**src/rtl/rtc_bus_sequencer.sv**
```systemverilog
// Multiplexed address/data bus sequencer for the external RTC.
// Walks a contiguous range of bank indices, one address phase and one data phase per index.
module rtc_bus_sequencer #(
  parameter int T_STROBE = 4,
  parameter int T_GAP    = 2
) (
  input  logic       clk,
  input  logic       reset,
  input  logic       start_read,
  input  logic       start_write,
  input  logic [3:0] reg_first,
  input  logic [3:0] reg_last,
  output logic       busy,
  output logic       done,
  output logic       error,
  output logic [3:0] bank_addr,
  output logic       bank_wr_en,
  output logic [7:0] rd_data,
  input  logic [7:0] wr_data,
  input  logic [7:0] bus_in,
  output logic [7:0] bus_out,
  output logic       bus_oe,
  output logic       cs_n,
  output logic       rd_n,
  output logic       wr_n,
  output logic       a_d
);

  typedef enum logic [2:0] {
    IDLE, ADDR_SU, ADDR_STB, ADDR_HOLD, DATA_SU, DATA_STB, DATA_HOLD, DONE
  } state_t;

  localparam logic [3:0] STB_LAST = 4'(T_STROBE - 1);
  localparam logic [3:0] GAP_LAST = 4'(T_GAP - 1);

  state_t     state, state_nx;
  logic [3:0] cnt;
  logic [3:0] idx;
  logic [3:0] last_q;
  logic       dir_wr;

  logic req, bad, accept, stb_end, gap_end;

  assign req     = start_read | start_write;
  assign bad     = (reg_first > reg_last) || (reg_last > 4'd10);
  assign accept  = (state == IDLE) && req && !bad;
  assign stb_end = (cnt == STB_LAST);
  assign gap_end = (cnt == GAP_LAST);

  function automatic logic [7:0] rtc_addr(input logic [3:0] i);
    logic [7:0] a;
    a = 8'h00;
    if (i <= 4'd6)
      a = 8'h21 + {4'h0, i};
    else if (i <= 4'd9)
      a = 8'h41 + {4'h0, i} - 8'd7;
    return a;
  endfunction

  // State register, phase counter and latched request
  always_ff @(posedge clk) begin
    if (reset) begin
      state  <= IDLE;
      cnt    <= 4'd0;
      idx    <= 4'd0;
      last_q <= 4'd0;
      dir_wr <= 1'b0;
    end else begin
      state <= state_nx;
      cnt   <= (state_nx != state) ? 4'd0 : cnt + 4'd1;
      if (accept) begin
        idx    <= reg_first;
        last_q <= reg_last;
        dir_wr <= start_write;
      end else if (state == DATA_HOLD && gap_end && idx != last_q) begin
        idx <= idx + 4'd1;
      end
    end
  end

  always_comb begin
    state_nx = state;
    case (state)
      IDLE:      if (accept) state_nx = ADDR_SU;
      ADDR_SU:   state_nx = ADDR_STB;
      ADDR_STB:  if (stb_end) state_nx = ADDR_HOLD;
      ADDR_HOLD: if (gap_end) state_nx = DATA_SU;
      DATA_SU:   state_nx = DATA_STB;
      DATA_STB:  if (stb_end) state_nx = DATA_HOLD;
      DATA_HOLD: if (gap_end) state_nx = (idx == last_q) ? DONE : ADDR_SU;
      DONE:      state_nx = IDLE;
      default:   state_nx = IDLE;
    endcase
  end

  // Next-cycle output values; every pin is registered below, one cycle behind the state
  logic       busy_d, done_d, error_d, bank_wr_en_d, bus_oe_d, cs_n_d, rd_n_d, wr_n_d, a_d_d;
  logic [7:0] bus_out_d;

  always_comb begin
    busy_d       = (state != IDLE);
    done_d       = 1'b0;
    error_d      = (state == IDLE) && req && bad;
    bank_wr_en_d = 1'b0;
    bus_oe_d     = 1'b0;
    bus_out_d    = bus_out;
    cs_n_d       = 1'b1;
    rd_n_d       = 1'b1;
    wr_n_d       = 1'b1;
    a_d_d        = 1'b0;
    case (state)
      ADDR_SU, ADDR_HOLD: begin
        bus_oe_d  = 1'b1;
        bus_out_d = rtc_addr(idx);
      end
      ADDR_STB: begin
        bus_oe_d  = 1'b1;
        bus_out_d = rtc_addr(idx);
        cs_n_d    = 1'b0;
        wr_n_d    = 1'b0;
      end
      DATA_SU: begin
        a_d_d    = 1'b1;
        bus_oe_d = dir_wr;
        if (dir_wr) bus_out_d = wr_data;
      end
      DATA_STB: begin
        a_d_d    = 1'b1;
        cs_n_d   = 1'b0;
        bus_oe_d = dir_wr;
        wr_n_d   = !dir_wr;
        rd_n_d   = dir_wr;
      end
      DATA_HOLD: begin
        a_d_d        = 1'b1;
        bus_oe_d     = dir_wr;
        bank_wr_en_d = !dir_wr && (cnt == 4'd0);
      end
      DONE:    done_d = 1'b1;
      default: ;
    endcase
  end

  // rd_data is sampled on the edge that closes the last visible read-strobe cycle
  always_ff @(posedge clk) begin
    if (reset) begin
      busy       <= 1'b0;
      done       <= 1'b0;
      error      <= 1'b0;
      bank_addr  <= 4'd0;
      bank_wr_en <= 1'b0;
      rd_data    <= 8'h00;
      bus_out    <= 8'h00;
      bus_oe     <= 1'b0;
      cs_n       <= 1'b1;
      rd_n       <= 1'b1;
      wr_n       <= 1'b1;
      a_d        <= 1'b0;
    end else begin
      busy       <= busy_d;
      done       <= done_d;
      error      <= error_d;
      bank_addr  <= idx;
      bank_wr_en <= bank_wr_en_d;
      bus_out    <= bus_out_d;
      bus_oe     <= bus_oe_d;
      cs_n       <= cs_n_d;
      rd_n       <= rd_n_d;
      wr_n       <= wr_n_d;
      a_d        <= a_d_d;
      if (state == DATA_HOLD && cnt == 4'd0 && !dir_wr)
        rd_data <= bus_in;
    end
  end

endmodule

```
**config.mk**
```make
export PLATFORM = sky130hd
export DESIGN_NAME = rtc_bus_sequencer
export DESIGN_NICKNAME = d
export VERILOG_FILES = /design/src/rtl/rtc_bus_sequencer.sv
export SDC_FILE = /design/constraint.sdc
export NUM_CORES = 1
export LEC_CHECK = 0
export CAP_MARGIN = 10
export CORE_MARGIN = 1.5
export CORE_UTILIZATION = 35
export CTS_CLUSTER_DIAMETER = 100
export CTS_CLUSTER_SIZE = 40
export DETAILED_ROUTE_END_ITERATION = 10
export RECOVER_POWER = 50
export SETUP_SLACK_MARGIN = 0.4
export SYNTH_ARGS = -nofsm -noshare
export SYNTH_HDL_FRONTEND = slang
export SYNTH_SLANG_ARGS = --single-unit
```
**constraint.sdc**
```tcl
create_clock -name clk -period 6.48 [get_ports clk]
set_clock_uncertainty 0.05 [all_clocks]
set_input_delay 0.972 -clock clk [delete_from_list [all_inputs] [get_ports clk]]
set_output_delay 0.972 -clock clk [all_outputs]
set_load 0.005 [all_outputs]
```
## Yosys cells after proc, flatten, opt, wreduce, memory -nomap -nowiden

Index checks and enable logic that the tools add are counted.

- Register bits after elaboration: 45
- Input bits: 28

- Add/subtract/negate cells: 5
- $lt $le $gt $ge: 4
- Eq/ne operators: 13
- Multiplexer cells: 18
- Bitwise gates (word level): 3
- Reduce and logical (&&, ||, !) cells: 23

Operators by type and width:

| cell | count |
|---|---|
| $mux W8 | 3 |
| $pmux W3 S8 | 1 |
| $mux W3 | 6 |
| $pmux W8 S2 | 1 |
| $eq A3 B3 Y1 const B | 4 |
| $add A4 B1 Y4 const B | 2 |
| $add A7 B4 Y8 const A | 1 |
| $logic_and A1 B1 Y1 | 8 |
| $mux W4 | 2 |
| $reduce_or A2 Y1 | 4 |
| $sub A8 B3 Y8 const B | 1 |
| $add A6 B4 Y7 const A | 1 |
| $eq A3 B2 Y1 const B | 2 |
| $reduce_or A3 Y1 | 2 |
| $eq A4 B1 Y1 const B | 1 |
| $eq A4 B2 Y1 const B | 1 |
| $eq A4 B4 Y1 | 1 |
| $gt A4 B4 Y1 | 1 |
| $gt A4 B4 Y1 const B | 1 |
| $le A4 B3 Y1 const B | 1 |
| $le A4 B4 Y1 const B | 1 |
| $logic_not A4 Y1 | 1 |
| $ne A4 B4 Y1 | 1 |
| $pmux W1 S2 | 2 |
| other kinds (12) | 17 |

## Longest topological paths before layout

- Depth after elaboration: 8
- Mapped depth: 9
- Depth with buffers taken out: 7

## Worst setup path after synthesis

No wires, ideal clock.

- Path type: input to register
- Start: input reg_last[1]
- End: register cnt[0]
- Setup time: 0.070 ns
- Arrival: 2.593 ns
- Required time: 6.360 ns
- Setup slack: 3.767 ns
- Stages: 8
- Path buffers: 1
- Cell sequence: inv_1 > ha_1 > nor2b_1 > o2111ai_1 > or4b_1 > buf_2 > a211o_1 > a21boi_1

- Cells in the longest elaborated chain, start to end: 8

Ends and longest elaborated chain:

| item | line | text |
|---|---|---|
| from (decl) | 12 | `input logic [3:0] reg_last,` |
| $gt A4 B4 Y1 | 45 | `assign bad = (reg_first > reg_last) \|\| (reg_last > 4'd10);` |
| $logic_or A1 B1 Y1 (*) | 45 |  |
| $logic_not A1 Y1 (*) | 46 | `assign accept = (state == IDLE) && req && !bad;` |
| $logic_and A1 B1 Y1 (*) | 46 |  |
| $mux W3 (*) | 84 | `IDLE: if (accept) state_nx = ADDR_SU;` |
| $pmux W3 S8 (*) | 83 | `case (state)` |
| $ne A3 B3 Y1 (*) | 70 | `cnt <= (state_nx != state) ? 4'd0 : cnt + 4'd1;` |
| $reduce_or A2 Y1 (no source line) (*) | n/a |  |
| to (signal assigned) | 70 |  |
| to (decl) | 37 | `logic [3:0] cnt;` |

Mark *: on every way between the ends. The rest lies on a longest branch, timed or not.
A chain may end at the register's enable or synchronous reset.

## Worst setup path after layout

- Start: input reset
- End: register cnt[2]

- Cells in the longest elaborated chain, start to end: 1

Ends and longest elaborated chain:

| item | line | text |
|---|---|---|
| from (decl) | 8 | `input logic reset,` |
| $reduce_or A2 Y1 (no source line) | n/a |  |

Every way passes these cells.

==> summary.md <==
| Metric | Value |
|---|---|
| Status | complete, no violations |
| Reg-to-reg setup timing slack | 4.00 ns |
| CP Launch Point | reset |
| Number of port buffers | 56 |
| # DRC | 0 |
| MaxCap Viol Count | 0 |
| CP Capture Point | cnt[2] |
| Layout area overhead | 32.7% |
| CP max stage delay | 1.04 ns |
| Crit start category | primary input |
| Capture point of the worst reg-to-reg path | rd_data[7] |
| Die Width | 81.5 um |
| Initial DRC count | 119 |
| Peak fanout along the critical path | 32 |
| Post-CTS Setup Repair Bufs | 0 |
| Slowest-stage cell, CP | clkbuf_1 |
| Overflow after GRT | 0 |
| Routability cong. | 0.809 |
| Htree depth | 2 |
| Final setup violation count | 0 |
| Highest Clock Rate | 278 MHz |
| Nets | 342 |
| Crit share post-route | 0.556 |
| Post-route design area | 2860 sq um |
| Site Rows | 28 |
| Final Routed Wirelength | 4900 um |
| Inserted Diodes | 0 |
| Worst skew pair latency | 0.29 ns |
| Number of global-route vias before repair | 1767 |
| Pin count of the biggest net entering global routing | 33 |
| Lkg Pwr | 1.17 nW |
| I/O pin count | 57 |
| Sequential area share after synthesis | 0.418 |
| R2R Path Start | state[2] |
| Main synth FF type | dfxtp_1 |
| Min-delay worst type | flop to flop |
| Placed wire-length estimate | 3580 um |
| Syn Area/Cell | 8.66 sq um |
| Clk sinks | 45 |
| Synth area leaders | dfxtp_1, ha_1, a21oi_1, nand2_1, mux2i_1 |
| First-pass GRT wire length | 8050 um |
| Setup TNS | 0 ns |
| GRT Overall Usage | 0.155 |
| CTS Buffer Depth | 2 |
| Max_slew headroom | 0.0472 |
| Kind of critical path | primary input to flop |
| Root buf cell | clkbuf_8 |
| Critical Path, Cell by Cell | dlygate4sd3_1 > clkbuf_1 > clkinv_1 > nand2_1 > a211o_1 > a21oi_1 |
| Count of pins over their slew limit | 0 |
| EDFF count, synth | 0 |
| Share of cells above drive strength 1 | 0.0530 |
| Slew @ Worst Pin | 1.43 ns |
| Hold Crit Start | bus_out[3] |
| Total vias in the final route | 1891 |
| Via density per instance | 5.02 |
| CTS Buf Count | 5 |
| CTS tree | yes |
| Drt wl/cell | 13.0 um |
| Die area | 6640 sq um |
| Crit end category | flop |
| Period minus WS final | 3.60 ns |
| Post_cts resized | 0 |
| Yosys reg bits | 45 |
| Core area | 5920 sq um |
| WP data arrival | 3.73 ns |
| Async SR Flop Fraction | 0 |
| VDD IR max | 0.117 mV |
| RSZ-0062 raised after global routing | false |
| CP Data Required Time | 6.61 ns |
| Cell Area, Placed | 2770 sq um |
| Starting Density | 0.364 |
| Mapped cell area | 2160 sq um |
| Yosys warning count | 0 |
| Mapped Nets | 290 |
| Clk slew on worst S/H paths | 0.08 ns |
| Synth top area share | 0.418 |
| Antenna-violating nets left | 0 |
| Leading cell types in the layout, fill and taps excluded | dfxtp_1, clkdlybuf4s50_1, nand2_1 |
| R2r worst-path depth | 5 |
| Initial antenna violation count | 0 |
| DRT Pass-1 Iters | 4 |
| Largest area contributor in the netlist | dfxtp_1 |
| Die Y | 81.5 um |
| Post-Syn Instances | 249 |
| Unique masters post-synth | 50 |
| Final Hold Viols | 0 |
| Commonest non-fill, non-tap cell in the layout | dfxtp_1 |
| PwrDens | 209 nW/um^2 |
| # hold bufs at CTS | 0 |
==> registers in the layout, indices dropped and copies added (netlist names), 3 cells and up <==
signal / cells
bus_out: 8
rd_data: 8
bank_addr: 4
cnt: 4
idx: 4
last_q: 4
state: 3
==> cell type report <==
class	instances	area, sq um
inverters	15	56.3
well taps	75	93.8
flip-flops and latches	45	901
clock inverters	2	13.8
multi-input cells	177	1150
repair buffers	57	564
fillers	589	3060
clock buffers	6	82.6
==> stage by stage <==
step | setup slack (ns) | utilization | cells | hold slack, ns | total power [mW]
4_1_cts | 3.23 | 0.484 | 377 | 0.413 | 0.613
2_1_floorplan | 3.77 | - | 249 | 0.398 | 0.380
3_5_place_dp | 2.93 | 0.467 | 369 | 0.397 | 0.429
5_1_grt | 2.58 | 0.483 | 377 | 0.431 | 0.636
3_3_place_gp | 2.98 | 0.467 | 369 | 0.394 | 0.427
6_report | 2.88 | 0.483 | 377 | 0.408 | 0.599
==> report_power, final <==
group	internal, mW	leakage [nW]	switching [mW]	total, mW
Combinational	0.0575	0.751	0.0561	0.114
Sequential	0.291	0.366	0.0160	0.307
Clock	0.0865	0.0512	0.0923	0.179
==> cells in the mapped netlist (all sizes together), types with 2 or more instances <==
master and n:
o211ai 5, ha 13, buf 6, nand3 6, o221ai 2, or3b 2
a21boi 2, nor2 25, a311oi 3, nor2b 6, nand2b 2, o21ai 9
dfxtp 45, mux2 2, nor3 3, xnor2 7, o21a 2, clkbuf 6
nand3b 2, nand2 28, inv 14, mux2i 10, a21oi 23, xor2 2
nand4 4
==> how the worst min path moves through the flow <==
| stage | slack, ns | endpoint | cells past startpoint |
|---|---|---|---|
| 2_1_floorplan | 0.40 | bus_out[1] | 2 |
| 3_3_place_gp | 0.39 | bus_out[4] | 2 |
| 3_5_place_dp | 0.40 | bus_out[2] | 2 |
| 4_1_cts | 0.41 | bus_out[3] | 2 |
| 5_1_grt | 0.43 | bus_out[3] | 2 |
| 6_report | 0.41 | bus_out[3] | 2 |
==> cells by family (layout without fill, tap and decap cells) <==
group                      count (synthesis)  in the layout  share of synthesized area
buffers and inverters                     27             80                     0.0493
adders and majority gates                 13             13                     0.0755
muxes                                     12             12                     0.0569
xor gates and xnor gates                   9              9                     0.0366
and+or+nand+nor                           85             85                      0.191
AOI/OAI and AO/OA                         58             58                      0.173
DFF                                       45             45                      0.418
==> routing by layer <==
layer | vias up | GRT usage | routed length, um
li1 | 973 | - | -
met1 | 873 | 0.201 | 2350
met5 | - | 0 | 0
met4 | 0 | 0.0362 | 19
met2 | 43 | 0.265 | 2310
met3 | 2 | 0.0300 | 219
==> critical path, delay by kind of cell <==
kind	cells	cell delay (ns)
AOI/OAI and AO/OA	2	0.26
buffers and inverters	3	2.24
and+or+nand+nor	1	0.26
Note: power is estimated with default switching activity, not from simulation.
